==> src/rtl/fp_ctrl_pipe_if.sv <==
// Handshake/control bundle for fp_ctrl_pipe: Decode instruction and
// Execute flags in, per-stage control out.
interface fp_ctrl_pipe_if;
  logic [31:0] InstrD;
  logic        ZeroE;
  logic        LtE;
  logic        FlushE;
  logic [1:0]  ImmSrcD;
  logic        IsFpD;
  logic        ALUSrcE;
  logic [2:0]  ALUControlE;
  logic [1:0]  ResultSrcE;
  logic        IsFpE;
  logic [1:0]  FpOpE;
  logic        PCSrcE;
  logic        FpStallE;
  logic        RegWriteM;
  logic        MemWriteM;
  logic        RegWriteW;
  logic [1:0]  ResultSrcW;

  modport master (
    output InstrD, ZeroE, LtE, FlushE,
    input  ImmSrcD, IsFpD, ALUSrcE, ALUControlE, ResultSrcE, IsFpE, FpOpE,
           PCSrcE, FpStallE, RegWriteM, MemWriteM, RegWriteW, ResultSrcW
  );

  modport slave (
    input  InstrD, ZeroE, LtE, FlushE,
    output ImmSrcD, IsFpD, ALUSrcE, ALUControlE, ResultSrcE, IsFpE, FpOpE,
           PCSrcE, FpStallE, RegWriteM, MemWriteM, RegWriteW, ResultSrcW
  );
endinterface

==> src/rtl/fp_ctrl_pipe.sv <==
// Pipelined control unit: decodes the instruction in D and carries control
// through D/E, E/M and M/W. Multi-cycle FP ops hold E via a busy counter
// while bubbles drain into M.
module fp_ctrl_pipe #(
  parameter int FP_LAT     = 3,
  parameter int EXT_BRANCH = 1
) (
  input logic           clk,
  input logic           reset,
  fp_ctrl_pipe_if.slave bus
);

  typedef struct packed {
    logic       regWrite;
    logic       memWrite;
    logic [1:0] resultSrc;
    logic       aluSrc;
    logic [2:0] aluControl;
    logic       branch;
    logic       jump;
    logic       isFp;
    logic [1:0] fpOp;
    logic [2:0] funct3;
  } ctrlE_t;

  typedef struct packed {
    logic       regWrite;
    logic       memWrite;
    logic [1:0] resultSrc;
  } ctrlM_t;

  typedef struct packed {
    logic       regWrite;
    logic [1:0] resultSrc;
  } ctrlW_t;

  localparam logic [3:0] LAT_M1 = 4'(FP_LAT - 1);

  ctrlE_t     ctrlD, ctrlE;
  ctrlM_t     ctrlM;
  ctrlW_t     ctrlW;
  logic [1:0] immSrcD;
  logic [3:0] busyCnt;
  logic       fpStall;
  logic       cond;
  logic [6:0] op, f7;
  logic [2:0] f3;
  logic       unusedBits;

  assign op = bus.InstrD[6:0];
  assign f3 = bus.InstrD[14:12];
  assign f7 = bus.InstrD[31:25];
  assign unusedBits = ^{bus.InstrD[24:15], bus.InstrD[11:7]};

  // Integer ALU op from funct3; sub only when the caller allows it
  function automatic logic [2:0] aluDec(input logic [2:0] fn3, input logic sub);
    case (fn3)
      3'b000:  return sub ? 3'b001 : 3'b000;
      3'b010:  return 3'b101;
      3'b110:  return 3'b011;
      3'b111:  return 3'b010;
      default: return 3'b000;
    endcase
  endfunction

  // Main decoder: unknown opcodes leave every control at zero
  always_comb begin
    ctrlD        = '0;
    immSrcD      = 2'b00;
    ctrlD.funct3 = f3;
    case (op)
      7'b0000011: begin ctrlD.regWrite = 1'b1; ctrlD.aluSrc = 1'b1; ctrlD.resultSrc = 2'b01; end
      7'b0100011: begin ctrlD.memWrite = 1'b1; ctrlD.aluSrc = 1'b1; immSrcD = 2'b01; end
      7'b0110011: begin ctrlD.regWrite = 1'b1; ctrlD.aluControl = aluDec(f3, f7[5]); end
      7'b0010011: begin
        ctrlD.regWrite   = 1'b1;
        ctrlD.aluSrc     = 1'b1;
        ctrlD.aluControl = aluDec(f3, 1'b0);
      end
      7'b1100011: begin ctrlD.branch = 1'b1; ctrlD.aluControl = 3'b001; immSrcD = 2'b10; end
      7'b1101111: begin
        ctrlD.regWrite  = 1'b1;
        ctrlD.jump      = 1'b1;
        ctrlD.resultSrc = 2'b10;
        immSrcD         = 2'b11;
      end
      7'b1010011: begin
        ctrlD.regWrite  = 1'b1;
        ctrlD.resultSrc = 2'b11;
        ctrlD.isFp      = 1'b1;
        case (f7)
          7'b0100000: ctrlD.fpOp = 2'b01;
          7'b0000001: ctrlD.fpOp = 2'b10;
          7'b0001100: ctrlD.fpOp = 2'b11;
          default:    ctrlD.fpOp = 2'b00;
        endcase
      end
      default: ;
    endcase
  end

  assign fpStall = (busyCnt != 4'd0);

  // Branch condition from the funct3 carried into E
  always_comb begin
    cond = 1'b0;
    if (EXT_BRANCH == 0) cond = bus.ZeroE;
    else begin
      case (ctrlE.funct3)
        3'b000:  cond = bus.ZeroE;
        3'b001:  cond = !bus.ZeroE;
        3'b100:  cond = bus.LtE;
        3'b101:  cond = !bus.LtE;
        default: cond = 1'b0;
      endcase
    end
  end

  // D/E register plus FP busy counter; stall hold beats FlushE
  always_ff @(posedge clk) begin
    if (reset) begin
      ctrlE   <= '0;
      busyCnt <= '0;
    end else if (fpStall) begin
      busyCnt <= busyCnt - 4'd1;
    end else if (bus.FlushE) begin
      ctrlE   <= '0;
      busyCnt <= '0;
    end else begin
      ctrlE   <= ctrlD;
      busyCnt <= (ctrlD.isFp && FP_LAT > 1) ? LAT_M1 : 4'd0;
    end
  end

  // E/M register: takes a bubble while the FP op is still busy in E
  always_ff @(posedge clk) begin
    if (reset || fpStall) ctrlM <= '0;
    else                  ctrlM <= '{ctrlE.regWrite, ctrlE.memWrite, ctrlE.resultSrc};
  end

  // M/W register: advances every cycle
  always_ff @(posedge clk) begin
    if (reset) ctrlW <= '0;
    else       ctrlW <= '{ctrlM.regWrite, ctrlM.resultSrc};
  end

  assign bus.ImmSrcD     = immSrcD;
  assign bus.IsFpD       = ctrlD.isFp;
  assign bus.ALUSrcE     = ctrlE.aluSrc;
  assign bus.ALUControlE = ctrlE.aluControl;
  assign bus.ResultSrcE  = ctrlE.resultSrc;
  assign bus.IsFpE       = ctrlE.isFp;
  assign bus.FpOpE       = ctrlE.fpOp;
  assign bus.PCSrcE      = !fpStall && (ctrlE.jump || (ctrlE.branch && cond));
  assign bus.FpStallE    = fpStall;
  assign bus.RegWriteM   = ctrlM.regWrite;
  assign bus.MemWriteM   = ctrlM.memWrite;
  assign bus.RegWriteW   = ctrlW.regWrite;
  assign bus.ResultSrcW  = ctrlW.resultSrc;

endmodule

==> src/flat_wrapper.sv <==
// flat-port wrapper written by rule: the top's interface ports become plain ports
module fp_ctrl_pipe_flat 
#(
  parameter int FP_LAT     = 3,
  parameter int EXT_BRANCH = 1
)
  (clk, reset, bus_InstrD, bus_ZeroE, bus_LtE, bus_FlushE, bus_ImmSrcD, bus_IsFpD, bus_ALUSrcE, bus_ALUControlE, bus_ResultSrcE, bus_IsFpE, bus_FpOpE, bus_PCSrcE, bus_FpStallE, bus_RegWriteM, bus_MemWriteM, bus_RegWriteW, bus_ResultSrcW);
  fp_ctrl_pipe_if bus_i ();
  input logic clk;
  input logic reset;
  input wire logic [$bits(bus_i.InstrD)-1:0] bus_InstrD;
  input wire logic [$bits(bus_i.ZeroE)-1:0] bus_ZeroE;
  input wire logic [$bits(bus_i.LtE)-1:0] bus_LtE;
  input wire logic [$bits(bus_i.FlushE)-1:0] bus_FlushE;
  output wire logic [$bits(bus_i.ImmSrcD)-1:0] bus_ImmSrcD;
  output wire logic [$bits(bus_i.IsFpD)-1:0] bus_IsFpD;
  output wire logic [$bits(bus_i.ALUSrcE)-1:0] bus_ALUSrcE;
  output wire logic [$bits(bus_i.ALUControlE)-1:0] bus_ALUControlE;
  output wire logic [$bits(bus_i.ResultSrcE)-1:0] bus_ResultSrcE;
  output wire logic [$bits(bus_i.IsFpE)-1:0] bus_IsFpE;
  output wire logic [$bits(bus_i.FpOpE)-1:0] bus_FpOpE;
  output wire logic [$bits(bus_i.PCSrcE)-1:0] bus_PCSrcE;
  output wire logic [$bits(bus_i.FpStallE)-1:0] bus_FpStallE;
  output wire logic [$bits(bus_i.RegWriteM)-1:0] bus_RegWriteM;
  output wire logic [$bits(bus_i.MemWriteM)-1:0] bus_MemWriteM;
  output wire logic [$bits(bus_i.RegWriteW)-1:0] bus_RegWriteW;
  output wire logic [$bits(bus_i.ResultSrcW)-1:0] bus_ResultSrcW;
  assign bus_i.InstrD = bus_InstrD;
  assign bus_i.ZeroE = bus_ZeroE;
  assign bus_i.LtE = bus_LtE;
  assign bus_i.FlushE = bus_FlushE;
  assign bus_ImmSrcD = bus_i.ImmSrcD;
  assign bus_IsFpD = bus_i.IsFpD;
  assign bus_ALUSrcE = bus_i.ALUSrcE;
  assign bus_ALUControlE = bus_i.ALUControlE;
  assign bus_ResultSrcE = bus_i.ResultSrcE;
  assign bus_IsFpE = bus_i.IsFpE;
  assign bus_FpOpE = bus_i.FpOpE;
  assign bus_PCSrcE = bus_i.PCSrcE;
  assign bus_FpStallE = bus_i.FpStallE;
  assign bus_RegWriteM = bus_i.RegWriteM;
  assign bus_MemWriteM = bus_i.MemWriteM;
  assign bus_RegWriteW = bus_i.RegWriteW;
  assign bus_ResultSrcW = bus_i.ResultSrcW;
  fp_ctrl_pipe #(.FP_LAT(FP_LAT), .EXT_BRANCH(EXT_BRANCH)) u_core (.clk(clk), .reset(reset), .bus(bus_i));
endmodule
==> config.mk <==
export PLATFORM = sky130hd
export DESIGN_NAME = fp_ctrl_pipe_flat
export DESIGN_NICKNAME = d
export VERILOG_FILES = /design/src/rtl/fp_ctrl_pipe_if.sv /design/src/rtl/fp_ctrl_pipe.sv /design/src/flat_wrapper.sv
export SDC_FILE = /design/constraint.sdc
export NUM_CORES = 1
export LEC_CHECK = 0
export ABC_CLOCK_PERIOD_IN_PS = 1750
export CORE_MARGIN = 2
export CORE_UTILIZATION = 37
export CTS_CLUSTER_DIAMETER = 120
export DETAILED_ROUTE_END_ITERATION = 10
export GPL_TIMING_DRIVEN = 0
export PLACE_DENSITY = 0.84
export REMOVE_ABC_BUFFERS = 1
export SLEW_MARGIN = 20
export SYNTH_ARGS = -nofsm -noshare
export SYNTH_HDL_FRONTEND = slang
export SYNTH_SLANG_ARGS = --single-unit
==> constraint.sdc <==
create_clock -name clk -period 1.75 [get_ports clk]
set_clock_uncertainty 0.2 [all_clocks]
set_input_delay 0.35 -clock clk [delete_from_list [all_inputs] [get_ports clk]]
set_output_delay 0.35 -clock clk [all_outputs]
set_load 0.05 [all_outputs]
# Word level (Yosys, flattened, before mapping)
# Index checks and enable logic that the tools add are counted.
# classes
reduce_logical,12
eq_ne,16
mux,18
addsub,1
# op_table
operator,count
equality test 7 x 6 -> 1 bit (second input constant),3
equality test 7 bit (second input constant),3
case mux 2 bit (3 select lines),3
case mux 3 bit (3 select lines),2
two-way mux 16 bit,1
equality test 3 bit (second input constant),4
case mux 3 bit (4 select lines),1
two-way mux 4 bit,2
equality test 7 x 1 -> 1 bit (second input constant),1
equality test 7 x 2 -> 1 bit (second input constant),1
equality test 7 x 4 -> 1 bit (second input constant),1
equality test 7 x 5 -> 1 bit (second input constant),1
zero test 3 bit,2
two-way mux 1 bit,6
OR reduction 5 bit,1
case mux 1 bit (4 select lines),1
nonzero test 4 bit,1
subtractor 4 x 1 -> 4 bit (second input constant),1
equality test 3 x 1 -> 1 bit (second input constant),1
equality test 3 x 2 -> 1 bit (second input constant),1
zero test 1 bit,3
two-way mux 3 bit,1
OR reduction 3 bit,1
logical AND 1 bit,2
2 further kinds,3
# totals
ff_bits,27
in_bits,37
output_inout_bits,19
wordCells,63

# Logic depth before layout (Yosys ltp)
# Gate-level depths: netlist of run 1.
# logic_depth
ltp_word,6
mapped_depth,6
mapped_depth_nobuf,5

# Worst setup path after synthesis of run 1
# No wires, ideal clock.
# synth_path
kind,input -> output
startpoint,in bus_InstrD[3]
endpoint,out bus_ImmSrcD[0]
arrival_time_ns,3.194
n_path_buf,0
path_slack_ns,-1.994
required_time_ns,1.200
path_stages,2
cell_sequence,or3_1 > a2111oi_0
# synth_via
elab_chain_cells,2
word_cells_on_any_way,4
classes_between,3 x eq/ne; 1 x mux
# synth_lines
item,line_no,source
from (decl),flat_wrapper.sv:11,input wire logic [$bits(bus_i.InstrD)-1:0] bus_InstrD;
equality test 7 bit / equality test 7 x 6 -> 1 bit (equally long branches),fp_ctrl_pipe.sv:71,case (op)
case mux 2 bit (3 select lines) *,fp_ctrl_pipe.sv:71,
to (decl),flat_wrapper.sv:15,output wire logic [$bits(bus_i.ImmSrcD)-1:0] bus_ImmSrcD;
# Mark *: on every way between the ends. The rest lies on a longest branch, timed or not.

# Worst setup path in the final report of run 1
# layout_path
startpoint,reg u_core.ctrlE[2] (netlist bit)
endpoint,out bus_PCSrcE
# layout_via
elab_chain_cells,5
word_cells_on_any_way,8
classes_between,3 x eq/ne; 1 x mux; 4 x reduce/logical
# layout_lines
item,line_no,source
from (decl),fp_ctrl_pipe.sv:39,"ctrlE_t ctrlD, ctrlE;"
from (signal assigned),fp_ctrl_pipe.sv:130,ctrlE <= ctrlD;
"equality test 3 bit, or another cell as far along",fp_ctrl_pipe.sv:109,case (ctrlE.funct3)
case mux 1 bit (4 select lines) *,fp_ctrl_pipe.sv:109,
logical AND 1 bit *,fp_ctrl_pipe.sv:154,assign bus.PCSrcE = !fpStall && (ctrlE.jump || (ctrlE.branch && cond));
logical OR 1 bit *,fp_ctrl_pipe.sv:154,
logical AND 1 bit *,fp_ctrl_pipe.sv:154,
to (decl),flat_wrapper.sv:22,output wire logic [$bits(bus_i.PCSrcE)-1:0] bus_PCSrcE;
# Marks and branches as above.

==> results of run 1 <==
[sequential cells by signal, indices dropped and copies added (netlist names), 2 cells and up]
name                    cells
u_core.bus.ResultSrcW       2
u_core.bus.FpOpE            2
u_core.ctrlM                2
u_core.bus.ResultSrcE       2
u_core.ctrlE                7
u_core.busyCnt              4
u_core.bus.ALUControlE      3
[critical path: stages, from the launching register on]
cell and delay, ps:
dfxtp_2 350, mux2i_2 150, or4b_4 480, a31oi_1 170, buf_4 220
[final timing paths]
| check | startpoint | end | slack [ps] |
|---|---|---|---|
| worst min-delay path | bus_InstrD[4] | u_core.bus.ALUSrcE | 180 |
| worst min register to register | u_core.ctrlM[0] | u_core.bus.ResultSrcW[0] | 260 |
| worst max register to register | u_core.busyCnt[1] | u_core.bus.ALUControlE[0] | -80 |
| worst max-delay path | u_core.ctrlE[2] | bus_PCSrcE | -490 |
[cells by family after synthesis]
group	Yosys count	share of synthesized area [%]
muxes	1	0.8139
and+or+nand+nor	48	29.40
AOI/OAI and AO/OA	21	13.84
DFF	27	43.95
adders and majority gates	1	1.017
xor gates and xnor gates	4	2.849
buffers and inverters	17	8.138
[cells in the mapped netlist (2+ instances only)]
master     instances  area share, %
nor2_1             6            1.8
xnor2_1            3            2.1
nor3_1             3            1.2
nand3b_1           5            3.1
o2bb2ai_1          2            1.4
dfxtp_1           27             44
and2_1             4            2.0
nand4_1            3            1.5
nor2b_1            4            2.0
nor4_1             2            1.0
a21o_1             5            3.1
buf_4              7            4.3
inv_1              7            2.1
a22o_1             5            3.6
nor4_4             2            3.5
nand2_1            2           0.61
or3b_2             2            1.4
nand2b_1           2            1.0
a32o_1             2            1.6
[area by class of cell]
class | instances | share of cell area (%)
Sequential cell | 27 | 30.04
Inverter | 7 | 1.450
Timing Repair Buffer | 51 | 24.24
Tap cell | 44 | 3.039
Clock buffer | 3 | 1.243
Clock inverter | 1 | 0.2762
Multi-Input combinational cell | 75 | 39.71
[metrics by stage]
stage	total power [mW]	setup TNS (ps)	cells	worst slack (ps)	area, µm²
after floorplan	1.004	-9388	109	-1994	1156
after global routing	1.737	-2287	208	-556.6	1812
after detailed placement	1.174	-17040	193	-1429	1612
final	1.645	-1411	208	-488.4	1812
after CTS	1.574	-1540	202	-465.1	1784
after global placement	1.150	-16600	193	-1349	1612
[layer usage]
metal	routed length [µm]	up-vias	GRT usage, %	share of wire (%)
met5	0	-	0	0
li1	-	519	-	-
met3	189	4	2.521	6.1
met1	1297	518	19.90	42
met4	39	0	6.991	1.3
met2	1552	36	30.23	50
[power breakdown]
part | internal [mW] | total, mW | leakage [nW] | switching [mW]
Combinational | 0.323 | 0.663 | 0.519 | 0.339
Sequential | 0.669 | 0.721 | 0.220 | 0.0520
Clock | 0.0856 | 0.262 | 0.0177 | 0.177
Total | 1.08 | 1.65 | 0.757 | 0.568
[what timing repair did]
action | in CTS | in global routing
setup endpoints to repair | 39 | 34
pin swaps | 10 | 12
hold endpoints to repair | 0 | 0
gates resized for setup | 120 | 31
setup buffers | 5 | 6
==> metrics.md, run 1 <==
| Metric | Value |
|---|---|
| Die height | 61.66 µm |
| Inserted Diodes | 0 |
| Initial Util | between 30% and 40% |
| Core area | slightly above 0.003 mm² |
| H-Tree Depth | 1 |
| Worst EP arrival | 1690 ps |
| Leading cell type in the layout, fill and taps excluded | dfxtp_1 |
| Hold Path Class | in -> reg |
| Final Setup Violations | 13 |
| Finished Core Util | 58.39% |
| Vias | 1077 |
| Grt ovf | 0 |
| CTS tree | done |
| Die ar. | about 0.0038 mm² |
| CTS sink cnt | 27 |
| Max-Cap Viols | 0 |
| CTS Root Cell | clkbuf_4 |
| Syn Std Cell Area | 0.001230 mm² |
| Count of cell types in the netlist | 45 |
| Worst-Margin Slew | ~630 ps |
| CTS hold repair buffers | 0 |
| Critical path type | reg -> out |
| EDFF count, synth | 0 |
| Hold WS | 176.9 ps |
| Total CTS buffers | 3 |
| Yosys warning count | 0 |
| Leakage power | 0.7566 nW |
| Longest Clk Path Bufs | 2 |
| Final Cycle Share | 127.9% |
| Sequential element share of the synthesized area | 43.95% |
| Post-route antenna net violation count | 0 |
| Crit path max fanout | 2 |
| Fraction of layout cells with a size suffix above 1 | 40.24% |
| Clk slew on worst S/H paths | 140 ps |
| Peak VDD IR | around 0.43 mV |
| GRT Resource Usage Total | approximately 17% |
| Routed WL | 3079 µm |
| Final Hold Vio Count | 0 |
| GPL Wtd Cong | 0.7523 |
| Routed wire per std cell | 14.80 µm |
| Most used flip-flop cell after synthesis | dfxtp_1 |
| CP endpoint kind | primary output |
| Final worst setup slack | -488.4 ps |
| Worst EP required | 1200 ps |
| PD cells | 908.2 mW/mm² |
| PortBufs | 40 |
| Syn Area/Cell | 10.34 µm² |
| Worst Reg-to-Reg Cells | 5 |
| Layout overhead on the synthesized area | 47.30% |
| Global-route wire length before repair | 4733 µm |
| Post-route DRC | 0 |
| Fillers | slightly below 300 |
| Post-DP HPWL | about 2200 µm |
| Pre-Repair DR Iteration Count | 6 |
| Async S/R FF share, synth | 0% |
| Drt via density | between 5 and 6 |
| Hold depth | 3 |
| Number of nets in the layout | 203 |
| Most frequent cells in the layout | dfxtp_1 (24), buf_4 (11), clkbuf_2 (11) |
| Vias in the first global route | roughly 1.1k |
| Crit start category | flop |
| Iteration-0 DRC Markers | 19 |
| Unrepaired setup endpoints after global routing | true |
| Violated checks | negative setup slack |
| Die X | 61.66 µm |
| Area of the multi-input gates | 719.4 µm² |
| Max Clock Freq | 446.7 MHz |
| Sequential cell area | 544.3 µm² |
| Largest net degree at the start of global routing | 16 |
| # IOs | 56 |
| Slew Viols, Final | 0 |
| Post-Syn Instances | approximately 120 |
| Post-synthesis register bit count | 27 |
| Rows | 20 |
| Antenna violations before repair | 0 |
| Status | finished with violations |
| Final Critical Period | 2238 ps |
| Rel. slew slack | 57.87% |
| Worst-skew pair later-pin latency | 320 ps |
No activity file was read; power rests on OpenSTA's default activity.
==> run 2: changes to the inputs <==
HOLD_SLACK_MARGIN = 0.02   (was unset)
==> results of run 2 <==
Same layout as run 1: the final DEF is identical, and so are final timing and power.
==> run 3: changes to the inputs <==
REMOVE_ABC_BUFFERS = unset   (was 1)
SKIP_CTS_REPAIR_TIMING = 1   (was unset)
==> metrics.md, run 3 (synthesis gave the netlist of run 1 again) <==
| Metric | Value |
|---|---|
| Status | finished with violations |
| Violated checks | negative setup slack |
| Critical path type | reg -> out |
| Leakage power | a little over 0.9 nW |
| Flop-to-flop setup slack | -130 ps |
| Worst-skew pair later-pin latency | 330 ps |
| Rows | 20 |
| Max Clock Freq | ~450 MHz |
| Worst EP required | 1200 ps |
| Hold WS | 128.3 ps |
| Post-route DRC | 0 |
| Final Cycle Share | 127.7% |
| CP endpoint kind | primary output |
| Initial Util | 39.64% |
| GPL Wtd Cong | approximately 0.78 |
| Final worst setup slack | -484.0 ps |
| Longest Clk Path Bufs | 2 |
| Post-DP HPWL | 2063 µm |
| Leading cell type in the layout, fill and taps excluded | dfxtp_1 |
| Post-route antenna net violation count | 0 |
| GRT Resource Usage Total | 15.12% |
| Crit path max-delay cell type | or4b_4 |
| Hold depth | 3 |
| Antenna violations before repair | 0 |
| Routed wl met3 | 135 µm |
| Worst Reg-to-Reg Cells | 5 |
| CTS sink cnt | 27 |
| WHS Endpoint | u_core.bus.ALUSrcE |
| Pre-Repair DR Iteration Count | 4 |
| Max-Cap Viols | 0 |
| Largest Register | u_core.ctrlE |
| CP peak stage delay | approximately 530 ps |
| PD cells | 870.1 mW/mm² |
| Fin cells | 212 |
| Largest net degree at the start of global routing | 15 |
| Peak VDD IR | roughly 0.48 mV |
| Total CTS buffers | 3 |
| Routed wire per std cell | 13.14 µm |
| Worst-Margin Slew | 509.6 ps |
| Die ar. | 0.003801 mm² |
| # IOs | 56 |
| Final Hold Vio Count | 0 |
| Vias | ~1.1k |
| Setup TNS Final | -1730 ps |
| Hold Crit Start | bus_InstrD[4] |
| CP delay by family, top | simple AND/OR/NAND/NOR gates |
| Metal1 wirelength | between 1000 and 1500 µm |
| Routed WL | 2785 µm |
| Iteration-0 DRC Markers | 24 |
| Number of nets in the layout | 207 |
| Synth Net Count | 157 |
| CTS Root Cell | clkbuf_4 |
| Hold Path Class | in -> reg |
| Most frequent cells in the layout | dfxtp_1 (24), buf_4 (12), dlymetal6s2s_1 (11) |
| Reg-to-Reg End | u_core.bus.ALUControlE[1] |
| H-Tree Depth | 1 |
| Rel. slew slack | approximately two thirds |
| RR Startpoint | u_core.busyCnt[0] |
| Critical path cell sequence | mux2i_1 -> or4b_4 -> a31oi_4 -> buf_6 |
| Placed Cells | 202 |
| Final Setup Violations | 14 |
| Die X | ~60 µm |
| Unrepaired setup endpoints after global routing | true |
| Tot Pwr | around 1.7 mW |
| Inserted Diodes | 0 |
| Layout overhead on the synthesized area | 54.83% |
| CTS tree | done |
| Drt via density | just over 5 |
| Vias in the first global route | 985 |
| Global-route wire length before repair | 4181 µm |
| Core area | 0.003103 mm² |
| Crit start category | flop |
| WL met2 | 1385 µm |
| Fraction of layout cells with a size suffix above 1 | a little under two fifths |
| Crit path max fanout | 2 |
| PortBufs | 39 |
| Clk slew on worst S/H paths | 130 ps |
| Die height | just over 60 µm |
| Worst EP arrival | 1680 ps |
| Worst Path Buf+Inv | 1 |
| Final Critical Period | around 2200 ps |
| Top routing layer in use | met4 |
| Grt ovf | 0 |
| Largest register FFs | 7 |
| Slew Viols, Final | 0 |
[run 3: cell types whose count changed in the layout (fill, tap and decap cells not counted), moves of 2 or more]
cell	change
buf_6	+3
clkdlybuf4s15_1	-2
dlymetal6s2s_1	+11
clkdlybuf4s15_2	-3
dlygate4sd2_1	-4
buf_2	-2
buf_8	+2
[run 3: layout make-up]
| cell class | count | area, µm² |
|---|---|---|
| plain buffers | 9 | 68.82 |
| inverters | 7 | 26.28 |
| multi-input cells | 75 | 728.2 |
| well taps | 44 | 55.05 |
| clock buffers | 4 | 26.28 |
| repair buffers | 46 | 455.4 |
| fillers | 271 | 1199 |
| flip-flops and latches | 27 | 544.3 |
[run 3: how the worst max path moves through the flow]
| stage | startpoint | to | depth (start not counted) |
|---|---|---|---|
| global route | u_core.ctrlE[2] | bus_PCSrcE | 4 |
| finish | u_core.ctrlE[2] | bus_PCSrcE | 4 |
| detailed placement | bus_InstrD[3] | bus_IsFpD | 4 |
| CTS | bus_InstrD[3] | bus_IsFpD | 4 |
| floorplan | bus_InstrD[3] | bus_ImmSrcD[0] | 2 |
| global placement | bus_InstrD[3] | bus_IsFpD | 4 |
[run 3: metrics by stage]
stage                     setup WS (ps)  util (%)  area [µm²]
after global placement            -1231     56.77        1762
after detailed placement          -1238     56.77        1762
after CTS                         -1251     57.62        1788
after global routing             -540.2     61.37        1904
after floorplan                  -238.3         -        1316
final                            -484.0     61.37        1904
[run 3: worst min-delay path, cell delays in order]
cell	delay [ps]
buf_6	110
nand2_1	50
a22o_1	110
[run 3: power by group]
part / switching (mW) / internal [mW] / total, mW
clock: 0.173 / 0.0895 / 0.263
combinational: 0.341 / 0.336 / 0.676
sequential: 0.0498 / 0.669 / 0.718
[run 3: routing by layer]
metal  vias up  GRT usage (%)
met1       513          17.93
met4         0          10.94
li1        533              -
met2        33          24.96
met5         -              0
met3         6          1.891
